--- src/rtl/writeback_sequencer_pkg.sv ---
// Shared widths, size codes and types for the writeback sequencer slice.
package writeback_pkg;

  localparam logic [2:0] SIZE_8  = 3'b000;
  localparam logic [2:0] SIZE_8H = 3'b001;
  localparam logic [2:0] SIZE_16 = 3'b010;
  localparam logic [2:0] SIZE_32 = 3'b011;

  localparam logic [2:0] REG_ESP = 3'd4;

  localparam int unsigned REG_W = 32;
  localparam int unsigned SEG_W = 16;
  localparam int unsigned MMX_W = 64;

  typedef enum logic [1:0] {
    SLOT_DST0,
    SLOT_DST1,
    SLOT_ESP,
    SLOT_NONE
  } slot_e;

  // Captured instruction fields; the GPR enables live in the pending mask instead.
  typedef struct packed {
    logic [2:0]       dst0_reg;
    logic [2:0]       dst0_size;
    logic [REG_W-1:0] dst0_data;
    logic [2:0]       dst1_reg;
    logic [2:0]       dst1_size;
    logic [REG_W-1:0] dst1_data;
    logic [REG_W-1:0] esp_data;
    logic             seg_en;
    logic [2:0]       seg_number;
    logic [SEG_W-1:0] seg_data;
    logic             mmx_en;
    logic [2:0]       mmx_number;
    logic [MMX_W-1:0] mmx_data;
  } instr_t;

endpackage

--- src/rtl/writeback_sequencer_if.sv ---
// Execute-to-writeback bundle: completed-instruction inputs and the three writeback buses.
interface writeback_sequencer_if;
  import writeback_pkg::*;

  logic             e_valid;
  logic             e_ready;
  logic             e_dst0_en;
  logic             e_dst1_en;
  logic             e_esp_en;
  logic [2:0]       e_dst0_reg;
  logic [2:0]       e_dst1_reg;
  logic [2:0]       e_dst0_size;
  logic [2:0]       e_dst1_size;
  logic [REG_W-1:0] e_dst0_data;
  logic [REG_W-1:0] e_dst1_data;
  logic [REG_W-1:0] e_esp_data;
  logic             e_seg_en;
  logic [2:0]       e_seg_number;
  logic [SEG_W-1:0] e_seg_data;
  logic             e_mmx_en;
  logic [2:0]       e_mmx_number;
  logic [MMX_W-1:0] e_mmx_data;

  logic [2:0]       wb_reg_number;
  logic             wb_reg_en;
  logic [2:0]       wb_reg_size;
  logic [REG_W-1:0] wb_reg_data;
  logic [2:0]       wb_seg_number;
  logic             wb_seg_en;
  logic [SEG_W-1:0] wb_seg_data;
  logic [2:0]       wb_mmx_number;
  logic             wb_mmx_en;
  logic [MMX_W-1:0] wb_mmx_data;
  logic             wb_retire;

  modport master (
    output e_valid, e_dst0_en, e_dst1_en, e_esp_en,
           e_dst0_reg, e_dst1_reg, e_dst0_size, e_dst1_size,
           e_dst0_data, e_dst1_data, e_esp_data,
           e_seg_en, e_seg_number, e_seg_data,
           e_mmx_en, e_mmx_number, e_mmx_data,
    input  e_ready,
           wb_reg_number, wb_reg_en, wb_reg_size, wb_reg_data,
           wb_seg_number, wb_seg_en, wb_seg_data,
           wb_mmx_number, wb_mmx_en, wb_mmx_data, wb_retire
  );

  modport slave (
    input  e_valid, e_dst0_en, e_dst1_en, e_esp_en,
           e_dst0_reg, e_dst1_reg, e_dst0_size, e_dst1_size,
           e_dst0_data, e_dst1_data, e_esp_data,
           e_seg_en, e_seg_number, e_seg_data,
           e_mmx_en, e_mmx_number, e_mmx_data,
    output e_ready,
           wb_reg_number, wb_reg_en, wb_reg_size, wb_reg_data,
           wb_seg_number, wb_seg_en, wb_seg_data,
           wb_mmx_number, wb_mmx_en, wb_mmx_data, wb_retire
  );

endinterface

--- src/rtl/writeback_sequencer_slot_select.sv ---
// Lowest-set-bit select over the pending GPR write mask {esp, dst1, dst0}.
module wb_slot_select
  import writeback_pkg::*;
(
  input  logic [2:0] pending,
  output slot_e      slot,
  output logic [2:0] next_pending,
  output logic       final_cycle
);

  always_comb begin
    slot         = SLOT_NONE;
    next_pending = pending;
    if (pending[0]) begin
      slot            = SLOT_DST0;
      next_pending[0] = 1'b0;
    end else if (pending[1]) begin
      slot            = SLOT_DST1;
      next_pending[1] = 1'b0;
    end else if (pending[2]) begin
      slot            = SLOT_ESP;
      next_pending[2] = 1'b0;
    end
  end

  // At most one bit left means this issue cycle drains the instruction.
  assign final_cycle = ((pending & (pending - 3'd1)) == '0);

endmodule

--- src/rtl/writeback_sequencer.sv ---
// One-instruction writeback buffer serialising up to three GPR writes onto a single port.
module writeback_sequencer
  import writeback_pkg::*;
(
  input  logic                 clk,
  input  logic                 reset,
  input  logic                 flush,
  writeback_sequencer_if.slave bus
);

  logic       buf_valid;
  logic [2:0] pending;
  logic       first;
  instr_t     buf_q;

  slot_e      slot;
  logic [2:0] next_pending;
  logic       slot_final;
  logic       final_cycle;
  logic       active;
  logic       accept;

  wb_slot_select u_slot_select (
    .pending      (pending),
    .slot         (slot),
    .next_pending (next_pending),
    .final_cycle  (slot_final)
  );

  // Outputs are gated by reset so nothing leaks while a sequence is being discarded.
  assign active      = buf_valid & ~reset;
  assign final_cycle = buf_valid & slot_final;
  assign bus.e_ready = ~reset & ~flush & (~buf_valid | final_cycle);
  assign accept      = bus.e_valid & bus.e_ready;

  always_ff @(posedge clk) begin
    if (reset) begin
      buf_valid <= 1'b0;
      pending   <= '0;
      first     <= 1'b0;
    end else if (accept) begin
      buf_valid <= 1'b1;
      pending   <= {bus.e_esp_en, bus.e_dst1_en, bus.e_dst0_en};
      first     <= 1'b1;
      buf_q     <= '{
        dst0_reg:   bus.e_dst0_reg,
        dst0_size:  bus.e_dst0_size,
        dst0_data:  bus.e_dst0_data,
        dst1_reg:   bus.e_dst1_reg,
        dst1_size:  bus.e_dst1_size,
        dst1_data:  bus.e_dst1_data,
        esp_data:   bus.e_esp_data,
        seg_en:     bus.e_seg_en,
        seg_number: bus.e_seg_number,
        seg_data:   bus.e_seg_data,
        mmx_en:     bus.e_mmx_en,
        mmx_number: bus.e_mmx_number,
        mmx_data:   bus.e_mmx_data
      };
    end else if (buf_valid) begin
      pending <= next_pending;
      first   <= 1'b0;
      if (final_cycle) buf_valid <= 1'b0;
    end
  end

  always_comb begin
    bus.wb_reg_en     = active & (slot != SLOT_NONE);
    bus.wb_reg_number = buf_q.dst0_reg;
    bus.wb_reg_size   = buf_q.dst0_size;
    bus.wb_reg_data   = buf_q.dst0_data;
    case (slot)
      SLOT_DST1: begin
        bus.wb_reg_number = buf_q.dst1_reg;
        bus.wb_reg_size   = buf_q.dst1_size;
        bus.wb_reg_data   = buf_q.dst1_data;
      end
      SLOT_ESP: begin
        bus.wb_reg_number = REG_ESP;
        bus.wb_reg_size   = SIZE_32;
        bus.wb_reg_data   = buf_q.esp_data;
      end
      default: ;
    endcase
  end

  assign bus.wb_seg_en     = active & first & buf_q.seg_en;
  assign bus.wb_seg_number = buf_q.seg_number;
  assign bus.wb_seg_data   = buf_q.seg_data;
  assign bus.wb_mmx_en     = active & first & buf_q.mmx_en;
  assign bus.wb_mmx_number = buf_q.mmx_number;
  assign bus.wb_mmx_data   = buf_q.mmx_data;
  assign bus.wb_retire     = active & slot_final;

endmodule

--- src/flat_wrapper.sv ---
// flat-port wrapper written by rule: the top's interface ports become plain ports
module writeback_sequencer_flat import writeback_pkg::*;
  (clk, reset, flush, bus_e_valid, bus_e_dst0_en, bus_e_dst1_en, bus_e_esp_en, bus_e_dst0_reg, bus_e_dst1_reg, bus_e_dst0_size, bus_e_dst1_size, bus_e_dst0_data, bus_e_dst1_data, bus_e_esp_data, bus_e_seg_en, bus_e_seg_number, bus_e_seg_data, bus_e_mmx_en, bus_e_mmx_number, bus_e_mmx_data, bus_e_ready, bus_wb_reg_number, bus_wb_reg_en, bus_wb_reg_size, bus_wb_reg_data, bus_wb_seg_number, bus_wb_seg_en, bus_wb_seg_data, bus_wb_mmx_number, bus_wb_mmx_en, bus_wb_mmx_data, bus_wb_retire);
  writeback_sequencer_if bus_i ();
  input  logic clk;
  input  logic reset;
  input  logic flush;
  input wire logic [$bits(bus_i.e_valid)-1:0] bus_e_valid;
  input wire logic [$bits(bus_i.e_dst0_en)-1:0] bus_e_dst0_en;
  input wire logic [$bits(bus_i.e_dst1_en)-1:0] bus_e_dst1_en;
  input wire logic [$bits(bus_i.e_esp_en)-1:0] bus_e_esp_en;
  input wire logic [$bits(bus_i.e_dst0_reg)-1:0] bus_e_dst0_reg;
  input wire logic [$bits(bus_i.e_dst1_reg)-1:0] bus_e_dst1_reg;
  input wire logic [$bits(bus_i.e_dst0_size)-1:0] bus_e_dst0_size;
  input wire logic [$bits(bus_i.e_dst1_size)-1:0] bus_e_dst1_size;
  input wire logic [$bits(bus_i.e_dst0_data)-1:0] bus_e_dst0_data;
  input wire logic [$bits(bus_i.e_dst1_data)-1:0] bus_e_dst1_data;
  input wire logic [$bits(bus_i.e_esp_data)-1:0] bus_e_esp_data;
  input wire logic [$bits(bus_i.e_seg_en)-1:0] bus_e_seg_en;
  input wire logic [$bits(bus_i.e_seg_number)-1:0] bus_e_seg_number;
  input wire logic [$bits(bus_i.e_seg_data)-1:0] bus_e_seg_data;
  input wire logic [$bits(bus_i.e_mmx_en)-1:0] bus_e_mmx_en;
  input wire logic [$bits(bus_i.e_mmx_number)-1:0] bus_e_mmx_number;
  input wire logic [$bits(bus_i.e_mmx_data)-1:0] bus_e_mmx_data;
  output wire logic [$bits(bus_i.e_ready)-1:0] bus_e_ready;
  output wire logic [$bits(bus_i.wb_reg_number)-1:0] bus_wb_reg_number;
  output wire logic [$bits(bus_i.wb_reg_en)-1:0] bus_wb_reg_en;
  output wire logic [$bits(bus_i.wb_reg_size)-1:0] bus_wb_reg_size;
  output wire logic [$bits(bus_i.wb_reg_data)-1:0] bus_wb_reg_data;
  output wire logic [$bits(bus_i.wb_seg_number)-1:0] bus_wb_seg_number;
  output wire logic [$bits(bus_i.wb_seg_en)-1:0] bus_wb_seg_en;
  output wire logic [$bits(bus_i.wb_seg_data)-1:0] bus_wb_seg_data;
  output wire logic [$bits(bus_i.wb_mmx_number)-1:0] bus_wb_mmx_number;
  output wire logic [$bits(bus_i.wb_mmx_en)-1:0] bus_wb_mmx_en;
  output wire logic [$bits(bus_i.wb_mmx_data)-1:0] bus_wb_mmx_data;
  output wire logic [$bits(bus_i.wb_retire)-1:0] bus_wb_retire;
  assign bus_i.e_valid = bus_e_valid;
  assign bus_i.e_dst0_en = bus_e_dst0_en;
  assign bus_i.e_dst1_en = bus_e_dst1_en;
  assign bus_i.e_esp_en = bus_e_esp_en;
  assign bus_i.e_dst0_reg = bus_e_dst0_reg;
  assign bus_i.e_dst1_reg = bus_e_dst1_reg;
  assign bus_i.e_dst0_size = bus_e_dst0_size;
  assign bus_i.e_dst1_size = bus_e_dst1_size;
  assign bus_i.e_dst0_data = bus_e_dst0_data;
  assign bus_i.e_dst1_data = bus_e_dst1_data;
  assign bus_i.e_esp_data = bus_e_esp_data;
  assign bus_i.e_seg_en = bus_e_seg_en;
  assign bus_i.e_seg_number = bus_e_seg_number;
  assign bus_i.e_seg_data = bus_e_seg_data;
  assign bus_i.e_mmx_en = bus_e_mmx_en;
  assign bus_i.e_mmx_number = bus_e_mmx_number;
  assign bus_i.e_mmx_data = bus_e_mmx_data;
  assign bus_e_ready = bus_i.e_ready;
  assign bus_wb_reg_number = bus_i.wb_reg_number;
  assign bus_wb_reg_en = bus_i.wb_reg_en;
  assign bus_wb_reg_size = bus_i.wb_reg_size;
  assign bus_wb_reg_data = bus_i.wb_reg_data;
  assign bus_wb_seg_number = bus_i.wb_seg_number;
  assign bus_wb_seg_en = bus_i.wb_seg_en;
  assign bus_wb_seg_data = bus_i.wb_seg_data;
  assign bus_wb_mmx_number = bus_i.wb_mmx_number;
  assign bus_wb_mmx_en = bus_i.wb_mmx_en;
  assign bus_wb_mmx_data = bus_i.wb_mmx_data;
  assign bus_wb_retire = bus_i.wb_retire;
  writeback_sequencer u_core (.clk(clk), .reset(reset), .flush(flush), .bus(bus_i));
endmodule
--- config.mk ---
export PLATFORM = sky130hd
export DESIGN_NAME = writeback_sequencer_flat
export DESIGN_NICKNAME = d
export VERILOG_FILES = /design/src/rtl/writeback_sequencer_pkg.sv /design/src/rtl/writeback_sequencer_if.sv /design/src/rtl/writeback_sequencer_slot_select.sv /design/src/rtl/writeback_sequencer.sv /design/src/flat_wrapper.sv
export SDC_FILE = /design/constraint.sdc
export NUM_CORES = 1
export LEC_CHECK = 0
export CAP_MARGIN = 20
export CORE_MARGIN = 1.5
export CORE_UTILIZATION = 45
export DETAILED_ROUTE_END_ITERATION = 10
export PLACE_DENSITY = 0.85
export RECOVER_POWER = 50
export SETUP_SLACK_MARGIN = 0.05
export SYNTH_ARGS = -nofsm -noshare
export SYNTH_HDL_FRONTEND = slang
export SYNTH_SLANG_ARGS = --single-unit
--- constraint.sdc ---
create_clock -name clk -period 13.4 [get_ports clk]
set_input_delay 1.34 -clock clk [delete_from_list [all_inputs] [get_ports clk]]
set_output_delay 1.34 -clock clk [all_outputs]
set_load 0.005 [all_outputs]
# --- Yosys cells after proc, flatten, opt, wreduce, memory -nomap -nowiden ---
# Index checks and enable logic that the tools add are counted.
word_totals:
  register_bits: 201
  input_bits: 203
  output_inout_bits: 129
  word_cells: 59
classes:
  addsub: 1
  n_eq_ne: 5
  n_mux: 15
  bitwise_logic: 15
  n_reduce_logical: 5
ops:
  columns: ["cell", "n"]
  rows:
  - ["$pmux 32 s2", 1]
  - ["$pmux 3 s2", 2]
  - ["$and 1x1->1", 10]
  - ["$mux 1", 7]
  - ["$mux 2", 3]
  - ["$mux 3", 2]
  - ["$ne 2x2->1 const B", 3]
  - ["$reduce_and 2->1", 2]
  - ["$and 3x3->3", 1]
  - ["$logic_not 3->1", 1]
  - ["$not 1->1", 3]
  - ["$reduce_and 3->1", 1]
  - ["$sub 3x1->3 const B", 1]
  - ["$eq 2x1->1 const B", 1]
  - ["$eq 2x2->1 const B", 1]
  - ["$reduce_bool 2->1", 1]
  - ["$or 1x1->1", 1]

# --- Logic depth before layout (Yosys ltp) ---
# Gate-level depths: netlist of run 1.
logic_depth:
  word_depth: 9
  depth_mapped: 5
  depth_no_buf: 3

# --- Cells and area by module ---
# From an unflattened synthesis of run 1, not the netlist that was laid out.
unflattened:
  cells_unflattened: 456
  hier_area_um2: 7577.3
by_module_without_submodules:
  columns: ["module", "n_inst", "cells_per_inst", "area_each_um2", "seq_area_each_um2"]
  rows:
  - ["writeback_sequencer", 1, 447, 7527.2, 5985.7]
  - ["wb_slot_select", 1, 9, 50.0, 0.0]

# --- Least setup slack after synthesis of run 1 ---
# OpenSTA, ideal clock, no wires.
synth_path:
  kind: "input-to-reg"
  from: "input flush"
  to: "register u_core.buf_q[100] (netlist name), enable pin"
  arrival_ns: 5.644
  required_ns: 12.852
  setup_slack_ns: 7.208
  path_stages: 3
  cell_sequence: "nand2b_1 -> a211o_4 -> inv_1"
synth_between:
  elab_chain_len: 5
synth_rtl:
  columns: ["item", "line_no", "text"]
  rows:
  - ["start, declared", "flat_wrapper.sv:7", "input logic flush;"]
  - ["$not 1->1", "writeback_sequencer.sv:33", "assign bus.e_ready = ~reset & ~flush & (~buf_valid | final_cycle);"]
  - ["$and 1x1->1 (2 in series)", "writeback_sequencer.sv:33", null]
  - ["$and 1x1->1", "writeback_sequencer.sv:34", "assign accept = bus.e_valid & bus.e_ready;"]
  - ["$reduce_and 2->1 (no line)", null, null]
  - ["end signal, assigned", "writeback_sequencer.sv:45", "buf_q <= '{"]
  - ["end, declared", "writeback_sequencer.sv:14", "instr_t buf_q;"]
# No other way between the ends.
# A chain may end at the register's enable or synchronous reset.

# --- Worst setup path in the final report of run 1 ---
layout_path:
  from: "input reset"
  to: "output bus_wb_reg_en"
layout_between:
  elab_chain_len: 3
layout_rtl:
  columns: ["item", "line_no", "text"]
  rows:
  - ["start, declared", "flat_wrapper.sv:6", "input logic reset;"]
  - ["$not 1->1 (no line)", null, null]
  - ["$and 1x1->1", "writeback_sequencer.sv:31", "assign active = buf_valid & ~reset;"]
  - ["$and 1x1->1", "writeback_sequencer.sv:68", "bus.wb_reg_en = active & (slot != SLOT_NONE);"]
  - ["end, declared", "flat_wrapper.sv:27", "output wire logic [$bits(bus_i.wb_reg_en)-1:0] bus_wb_reg_en;"]
# No other way between the ends.

==> results of run 1 <==
==> metrics by stage <==
stage	setup slack (ns)	area [um2]	power, uW	hold slack [ns]
final	9.21	11000	1390	0.523
after global routing	9.12	11000	1430	0.548
after CTS	9.22	11000	1410	0.521
after detailed placement	8.97	10400	866	0.503
after global placement	9.09	10400	863	0.477
after floorplan	7.21	7460	771	0.455
==> critical path: stages <==
cell	delay [ns]
dlygate4sd3_1	0.66
nand2b_1	0.21
a21oi_1	0.13
clkdlybuf4s50_1	0.52
==> power by group through the flow <==
stage | Clock, uW | Sequential, uW | Combinational [uW]
after floorplan | 0 | 732 | 38.7
after global placement | 0 | 730 | 132
after detailed placement | 0 | 731 | 135
after CTS | 558 | 718 | 137
after global routing | 582 | 719 | 130
final | 549 | 718 | 121
==> cell usage after synthesis <==
| library cell | instances |
|---|---|
| nand2_1 | 78 |
| and3_1 | 2 |
| nand3_1 | 3 |
| a211o_4 | 1 |
| buf_1 | 2 |
| dfxtp_1 | 5 |
| maj3_2 | 1 |
| nor2b_1 | 1 |
| buf_2 | 3 |
| o21ai_0 | 3 |
| buf_4 | 86 |
| a21oi_1 | 3 |
| o21bai_1 | 1 |
| and2b_2 | 2 |
| inv_1 | 2 |
| edfxtp_1 | 196 |
| a211oi_1 | 2 |
| mux2_4 | 3 |
| nor3b_1 | 2 |
| nor2_1 | 2 |
| nor3b_2 | 1 |
| a22oi_1 | 32 |
| nand2b_1 | 4 |
| clkbuf_1 | 7 |
==> flip-flops by register name, summed over array words and instances, names as in the netlist <==
register,cells
u_core.buf_q,110
u_core.bus.wb_mmx_data,64
u_core.bus.wb_seg_data,16
u_core.bus.wb_mmx_number,3
u_core.bus.wb_seg_number,3
u_core.pending,3
u_core.buf_valid,1
u_core.first,1
==> cells by family after synthesis <==
group / count (synthesis) / synth area share (%)
flops: 201 / 80.3
simple gates: 95 / 5.42
buf+inv: 100 / 9.41
mux: 3 / 0.604
compound gates: 42 / 4.16
fa+ha+maj: 1 / 0.151
==> path summary, 6_finish.rpt <==
check | slack, ns | cells past startpoint | start | to
max | 9.21 | 4 | reset | bus_wb_reg_en
min | 0.52 | 2 | u_core.first | u_core.first
max reg2reg | 10.01 | 4 | u_core.pending[0] | u_core.bus.wb_mmx_data[18]
min reg2reg | 0.52 | 2 | u_core.first | u_core.first
==> layer usage <==
metal | GRT usage, % | vias to the layer above | routed length [um]
met3 | 4.88 | 42 | 1290
met2 | 33.9 | 266 | 8910
met5 | 0 | - | 0
met4 | 6.91 | 0 | 595
met1 | 22.2 | 2135 | 6440
li1 | - | 2056 | -
==> layout make-up <==
type                    instances  area (um2)  area share, %
clock buffers                  28         582           5.28
multi-input cells             141         768           6.97
repair buffers                333        3330           30.2
diodes                          3        7.51         0.0681
well taps                     216         270           2.45
inverters                       2        12.5          0.113
flip-flops and latches        201        5990           54.3
clock inverters                 9        72.6          0.658
==> flow_metrics.py, run 1 <==
metrics = {
    "route": {
        "dr.first_iter.drc_count": 322,
        "routed-via-count": 4499,
        "detailedRoute.firstPassIterationCount": 4,
        "drtAntennaViolNets": 0,
        "routed_via_density": 4.82,
        "drc_markers": 0,
        "detail_route.wirelength_um": 17200,
        "routed_wire_length_per_instance_um": 18.5,
    },
    "grt": {
        "globalRouteTotalUtil_pct": 19.0,
        "grt-ovfl-total": 0,
        "number_of_antenna_violations_at_the_first_check_in_global_routing": 3,
        "pin_count_of_the_biggest_net_entering_global_routing": 108,
        "grt_pass1_wl_um": 25300,
        "first_global_vias": 4560,
    },
    "pwr": {
        "clockPowerShare_pct": 39.5,
        "power.switching_fraction_pct": 19.9,
        "p_sw_uw": 276,
        "p_seq_share_pct": 51.7,
        "worst_case_vdd_ir_drop_uv": 111,
        "p_comb_share_pct": 8.8,
        "cellLeakagePower_uw": 0.00394,
        "cellInternalPower_uw": 1110,
        "cell_area_power_density_nw_per_um2": 126,
    },
    "clocking": {
        "cts_buf_count": 21,
        "cts_tree": "yes",
        "clkSlewWorstSetupHoldPaths_ns": 0.06,
        "numClockSinks": 201,
        "ctsLongestPathBuffers": 3,
        "setup_fix_bufs_post_cts": 0,
        "clock_tree.htree_level_count": 1,
        "cts.root.buffer_cell": "clkbuf_16",
        "post_cts_resized": 0,
        "cts_hold_buffers": 0,
        "worstSkewPairLatency_ns": 0.49,
    },
    "timing": {
        "hold_viol_final": 0,
        "fmaxAchievable_ghz": 0.238,
        "post_route_clock_period_utilization_pct": 31.3,
        "grt_setup_unrepaired": "no",
        "finalSetupTns_ns": 0,
        "finalSetupViolCount": 0,
        "skew_ns": 0.0176,
        "min_tclk_post_route_ns": 4.19,
        "max_slew_violation_count": 0,
        "max_slew_margin_vs_limit_pct": 28.1,
        "tightest_slew_ns": 1.08,
    },
    "synth": {
        "ys_ff_latch": 201,
        "mappedNetlistNets": 645,
        "netlist_area_um2": 7460,
        "synth.lib_cells_used.distinct": 24,
        "synth_top_cell_area_share_pct": 78.9,
        "yosys-top-cells-area": "edfxtp_1 79%, buf_4 8.7%, nand2_1 3.9%",
        "yosys_warnings": 0,
        "syn_area_per_cell_um2": 16.9,
        "synth_sequential_area_ratio_pct": 80.3,
        "synth_area_leader_cell": "edfxtp_1",
        "netlist_instances": 442,
    },
    "cells_and_area": {
        "layout_common_cells": "259 x dlygate4sd3_1, 196 x edfxtp_1, 78 x nand2_1",
        "fillCellCount": 1009,
        "post_route_non_filler_standard_cell_count": 933,
        "fin_util_pct": 68.7,
        "fin_nets": 903,
        "final_common_cell": "dlygate4sd3_1",
        "syn_to_final_growth_pct": 47.8,
        "share_of_layout_cells_above_drive_strength_1_pct": 5.32,
    },
    "outcome": {
        "run_status": "complete, no violations",
    },
    "place": {
        "hpwl_um": 11900,
        "post-place-cells": 893,
        "placement.io_buffers": 331,
        "place.gp.congestion": 0.835,
    },
    "floorplan": {
        "fp-row-count": 46,
        "die_width_um": 132,
        "ios": 332,
        "floorplan.initialDensity_pct": 46.4,
        "fp.dieH_um": 132,
        "core_area_um2": 16100,
        "die_area_um2": 17400,
    },
    "min_path": {
        "min-delay-path-class": "flop to flop",
    },
    "flow_run": {
        "maxCapViolations": 0,
    },
    "setup_path": {
        "endpoint_kind": "output port",
        "timing.critical_path.from_type": "input pin",
        "worst-endpoint-arrival_ns": 2.85,
        "worst-path-max-fanout": 9,
        "required_time_of_the_critical_path_ns": 12.06,
        "category_of_the_critical_setup_timing_path": "input pin to output port",
    },
}
(Power assumes the default switching activity.)
==> inputs of run 2 (changes only) <==
CORE_UTILIZATION = 38   (was 45)
PLACE_DENSITY = 0.77   (was 0.85)
clock period = 3.4 ns   (was 13.4 ns; I/O delays follow)
==> flow_metrics.py, run 2 (synthesis gave the netlist of run 1 again) <==
metrics = {
    "outcome": {
        "run_status": "complete, no violations",
    },
    "floorplan": {
        "core_area_um2": 19300,
        "floorplan.initialDensity_pct": 38.6,
        "die_width_um": 143,
        "fp-row-count": 51,
        "fp.dieH_um": 143,
        "die_area_um2": 20500,
        "ios": 332,
    },
    "clocking": {
        "post_cts_resized": 0,
        "setup_fix_bufs_post_cts": 0,
        "clkSlewWorstSetupHoldPaths_ns": 0.06,
        "cts_buf_count": 22,
        "cts.root.buffer_cell": "clkbuf_16",
        "cts_hold_buffers": 0,
        "clock_tree.htree_level_count": 1,
        "numClockSinks": 201,
        "cts_tree": "yes",
        "ctsLongestPathBuffers": 3,
        "worstSkewPairLatency_ns": 0.49,
    },
    "setup_path": {
        "max_stage_delay_ns": 0.79,
        "path_cells": "and2b_2 -> a22oi_1 -> nand2_1 -> clkdlybuf4s50_1",
        "timing.critical_path.from_type": "flop",
        "worst-endpoint-arrival_ns": 2.63,
        "endpoint_kind": "output port",
        "crit_slowest_cell": "and2b_2",
        "timing.critical_path.buf_inv": 1,
        "crit_family": "simple AND/OR/NAND/NOR gates",
        "category_of_the_critical_setup_timing_path": "flop to output port",
        "r2r_setup_slack_ns": 1.10,
        "required_time_of_the_critical_path_ns": 3.06,
        "worst-path-max-fanout": 38,
    },
    "place": {
        "placement.io_buffers": 331,
        "post-place-cells": 945,
        "place.gp.congestion": 0.768,
        "hpwl_um": 12900,
    },
    "route": {
        "routed_wire_length_per_instance_um": 17.8,
        "routed-wl-met3_um": 1750,
        "drc_markers": 0,
        "routed_via_density": 4.51,
        "routed-via-count": 4481,
        "met1_length_um": 6360,
        "met2RoutedLength_um": 9210,
        "detailedRoute.firstPassIterationCount": 4,
        "drtAntennaViolNets": 0,
        "route.top_layer_used": "met4",
        "dr.first_iter.drc_count": 214,
        "detail_route.wirelength_um": 17700,
    },
    "pwr": {
        "worst_case_vdd_ir_drop_uv": 360,
        "cellLeakagePower_uw": 0.00396,
        "cell_area_power_density_nw_per_um2": 495,
    },
    "timing": {
        "hold_viol_final": 0,
        "max_slew_violation_count": 0,
        "skew_ns": 0.00715,
        "tightest_slew_ns": 0.872,
        "max_slew_margin_vs_limit_pct": 41.9,
        "finalSetupViolCount": 0,
        "post_route_clock_period_utilization_pct": 87.4,
        "grt_setup_unrepaired": "no",
        "fmaxAchievable_ghz": 0.336,
        "whs_ns": 0.447,
        "min_tclk_post_route_ns": 2.97,
    },
    "cells_and_area": {
        "layout_common_cells": "258 x dlygate4sd3_1, 196 x edfxtp_1, 78 x nand2_1",
        "largest_register_by_flop_count": "u_core.buf_q",
        "final_common_cell": "dlygate4sd3_1",
        "syn_to_final_growth_pct": 49.9,
        "share_of_layout_cells_above_drive_strength_1_pct": 6.11,
        "fin_nets": 907,
        "flip_flop_count_of_the_largest_register_after_layout": 110,
        "post_route_non_filler_standard_cell_count": 993,
    },
    "grt": {
        "grt-ovfl-total": 0,
        "first_global_vias": 4600,
        "pin_count_of_the_biggest_net_entering_global_routing": 112,
        "number_of_antenna_violations_at_the_first_check_in_global_routing": 6,
        "globalRouteTotalUtil_pct": 16.1,
        "grt_pass1_wl_um": 25100,
    },
    "min_path": {
        "min-delay-path-class": "input pin to flop",
    },
    "flow_run": {
        "maxCapViolations": 0,
    },
}
==> run 2: cell types whose count changed in the layout (fill, tap and decap cells not counted), sizes merged, moves of 2 or more <==
cell      change
clkinv        +2
diode         +5
clkinvlp      +3
buf           +3
==> run 2: power breakdown <==
| part | internal (uW) | switching (uW) |
|---|---|---|
| clock | 1310 | 916 |
| sequential | 2800 | 23.2 |
| combinational | 304 | 180 |
==> run 2: worst register-to-register path, delay by kind of cell (launching register included) <==
kind,cells,cell delay (ns)
adder cells (fa/ha/maj),1,0.46
buffers and inverters,2,0.57
AO/OA/AOI/OAI,1,0.39
flip-flops,1,0.40
==> run 2: final timing paths <==
check / startpoint / end / depth (start not counted)
hold reg to reg: u_core.first / u_core.first / 2
hold / removal: bus_e_esp_en / u_core.pending[2] / 2
setup reg to reg: u_core.pending[1] / u_core.buf_q[160] / 4
setup / recovery: u_core.pending[1] / bus_wb_reg_data[2] / 4
==> run 2: layout make-up <==
cell class | instances | area, um2
diodes | 8 | 20.0
clock buffers | 27 | 591
clock inverters | 13 | 92.6
fillers | 1530 | 8150
inverters | 2 | 11.3
multi-input cells | 141 | 771
flip-flops and latches | 201 | 5990
well taps | 265 | 332
repair buffers | 336 | 3380
==> run 2: metal layers <==
| metal | global-route usage, % | up-vias |
|---|---|---|
| li1 | - | 2071 |
| met4 | 5.21 | 0 |
| met2 | 28.4 | 242 |
| met1 | 18.3 | 2138 |
| met5 | 0 | - |
| met3 | 5.60 | 30 |
==> run 2: stage by stage <==
| stage | total power [uW] | instance area (um2) | worst slack [ns] | setup TNS, ns | utilization, % |
|---|---|---|---|---|---|
| CTS | 5670 | 11200 | 0.549 | 0 | 57.8 |
| floorplan | 3030 | 7470 | -0.651 | -127.68 | - |
| finish | 5540 | 11200 | 0.427 | 0 | 57.8 |
| global route | 5740 | 11200 | 0.275 | 0 | 57.8 |
| global placement | 3410 | 10500 | 1.12 | 0 | 54.3 |
| detailed placement | 3420 | 10500 | 1.07 | 0 | 54.3 |
==> inputs of run 3 (changes only) <==
CORE_MARGIN = 10   (was 1.5)
==> flow_metrics.py, run 3 (synthesis gave the netlist of run 1 again) <==
metrics = {
    "outcome": {
        "run_status": "complete, no violations",
    },
    "floorplan": {
        "floorplan.initialDensity_pct": 38.4,
        "ios": 332,
        "die_area_um2": 25600,
        "die_width_um": 160,
        "fp-row-count": 51,
        "fp.dieH_um": 160,
        "core_area_um2": 19400,
    },
    "route": {
        "detailedRoute.firstPassIterationCount": 4,
        "routed_wire_length_per_instance_um": 19.9,
        "dr.first_iter.drc_count": 216,
        "detail_route.wirelength_um": 19900,
        "routed_via_density": 4.48,
        "drc_markers": 0,
        "routed-via-count": 4475,
        "drtAntennaViolNets": 0,
    },
    "clocking": {
        "cts_hold_buffers": 0,
        "cts_buf_count": 22,
        "clkSlewWorstSetupHoldPaths_ns": 0.06,
        "cts.root.buffer_cell": "clkbuf_16",
        "clock_tree.htree_level_count": 1,
        "ctsLongestPathBuffers": 3,
        "setup_fix_bufs_post_cts": 0,
        "worstSkewPairLatency_ns": 0.49,
        "numClockSinks": 201,
        "cts_tree": "yes",
        "post_cts_resized": 0,
    },
    "pwr": {
        "cell_area_power_density_nw_per_um2": 499,
        "worst_case_vdd_ir_drop_uv": 301,
        "cellLeakagePower_uw": 0.00401,
    },
    "setup_path": {
        "crit_slowest_cell": "and2b_2",
        "critical_path.reg2reg.endpoint": "u_core.bus.wb_mmx_data[25]",
        "critical_path.startpoint": "u_core.pending[1]",
        "r2r_setup_slack_ns": 0.96,
        "worst-path-max-fanout": 20,
        "endpoint": "bus_wb_reg_data[19]",
        "max_stage_delay_ns": 0.52,
        "category_of_the_critical_setup_timing_path": "flop to output port",
        "endpoint_kind": "output port",
        "timing.critical_path.from_type": "flop",
        "path_cells": "and2b_2 -> buf_4 -> a22oi_1 -> nand2_1 -> clkdlybuf4s50_1",
        "required_time_of_the_critical_path_ns": 3.06,
        "r2r_cells": 4,
        "worst_r2r_startpoint": "u_core.pending[1]",
        "worst-endpoint-arrival_ns": 2.59,
    },
    "timing": {
        "max_slew_violation_count": 0,
        "grt_setup_unrepaired": "no",
        "skew_ns": 0.00596,
        "hold_viol_final": 0,
        "post_route_clock_period_utilization_pct": 86.1,
        "max_slew_margin_vs_limit_pct": 52.6,
        "min_tclk_post_route_ns": 2.93,
        "finalSetupViolCount": 0,
        "whs_ns": 0.461,
        "tightest_slew_ns": 0.710,
        "fmaxAchievable_ghz": 0.342,
    },
    "cells_and_area": {
        "largest_register_by_flop_count": "u_core.buf_q",
        "layout_common_cells": "258 x dlygate4sd3_1, 196 x edfxtp_1, 78 x nand2_1",
        "syn_to_final_growth_pct": 51.1,
        "flip_flop_count_of_the_largest_register_after_layout": 110,
        "share_of_layout_cells_above_drive_strength_1_pct": 7.28,
        "final_common_cell": "dlygate4sd3_1",
        "fillCellCount": 1494,
        "post_route_non_filler_standard_cell_count": 999,
        "finish.instance_area_um2": 11300,
        "fin_nets": 915,
    },
    "grt": {
        "grt-ovfl-total": 0,
        "grt_pass1_wl_um": 29800,
        "number_of_antenna_violations_at_the_first_check_in_global_routing": 6,
        "pin_count_of_the_biggest_net_entering_global_routing": 66,
        "first_global_vias": 4870,
        "globalRouteTotalUtil_pct": 14.9,
    },
    "place": {
        "placement.io_buffers": 331,
        "hpwl_um": 15400,
        "dpl_cell_area_um2": 10600,
        "place.gp.congestion": 0.772,
        "post-place-cells": 953,
    },
    "min_path": {
        "min-delay-path-class": "input pin to flop",
    },
    "flow_run": {
        "maxCapViolations": 0,
    },
}
==> run 3: changes by cell type in the layout (fill, tap and decap cells not counted), sizes merged <==
cell and change:
buf +8, clkbuf -1, clkinv -1, clkinvlp +1, bufinv +1, diode -2
==> run 3: how the worst min path moves through the flow <==
stage / startpoint / end / slack [ns] / cells past startpoint
finish: bus_e_valid / u_core.buf_valid / 0.46 / 3
global route: bus_e_dst0_data[22] / u_core.buf_q[180] / 0.45 / 1
CTS: bus_e_dst0_data[1] / u_core.buf_q[159] / 0.38 / 1
detailed placement: u_core.first / u_core.first / 0.50 / 2
global placement: u_core.first / u_core.first / 0.48 / 2
floorplan: bus_e_esp_data[12] / u_core.buf_q[100] / 0.44 / 0
==> run 3: worst max-delay path, delay by kind of cell, from the launching register on <==
| kind | cells | cell delay (ns) |
|---|---|---|
| compound gates | 1 | 0.13 |
| buf+inv | 2 | 0.86 |
| flops | 1 | 0.51 |
| simple gates | 2 | 0.60 |
==> run 3: metal layers <==
| metal | global-route usage, % | vias up | share of wire, % |
|---|---|---|---|
| met3 | 6.45 | 27 | 11 |
| met4 | 3.76 | 0 | 1.4 |
| met1 | 15.7 | 2124 | 36 |
| li1 | - | 2087 | - |
| met2 | 26.8 | 237 | 53 |
| met5 | 0 | - | 0 |
==> run 3: metrics by stage <==
stage,util (%),power [uW],setup TNS [ns],worst slack [ns]
after floorplan,-,3030,-127.68,-0.651
final,58.1,5620,0,0.474
after global routing,58.1,5860,0,0.307
after CTS,58.1,5760,0,0.516
after global placement,54.4,3420,0,0.926
after detailed placement,54.4,3430,0,0.897
==> run 3: area by class of cell <==
| cell class | instances | area, um2 | area share (%) |
|---|---|---|---|
| flip-flops and latches | 201 | 5990 | 53.1 |
| repair buffers | 344 | 3440 | 30.5 |
| multi-input cells | 141 | 771 | 6.84 |
| clock buffers | 26 | 587 | 5.21 |
| well taps | 265 | 332 | 2.94 |
| clock inverters | 14 | 129 | 1.14 |
| diodes | 6 | 15.0 | 0.133 |
| inverters | 2 | 11.3 | 0.0999 |
==> run 3: report_power, final <==
group          internal [uW]  switching (uW)  leakage [uW]
Combinational            308             181       0.00183
Sequential              2800            22.9       0.00184
Clock                   1390             916      0.000340
Total                   4500            1120       0.00401
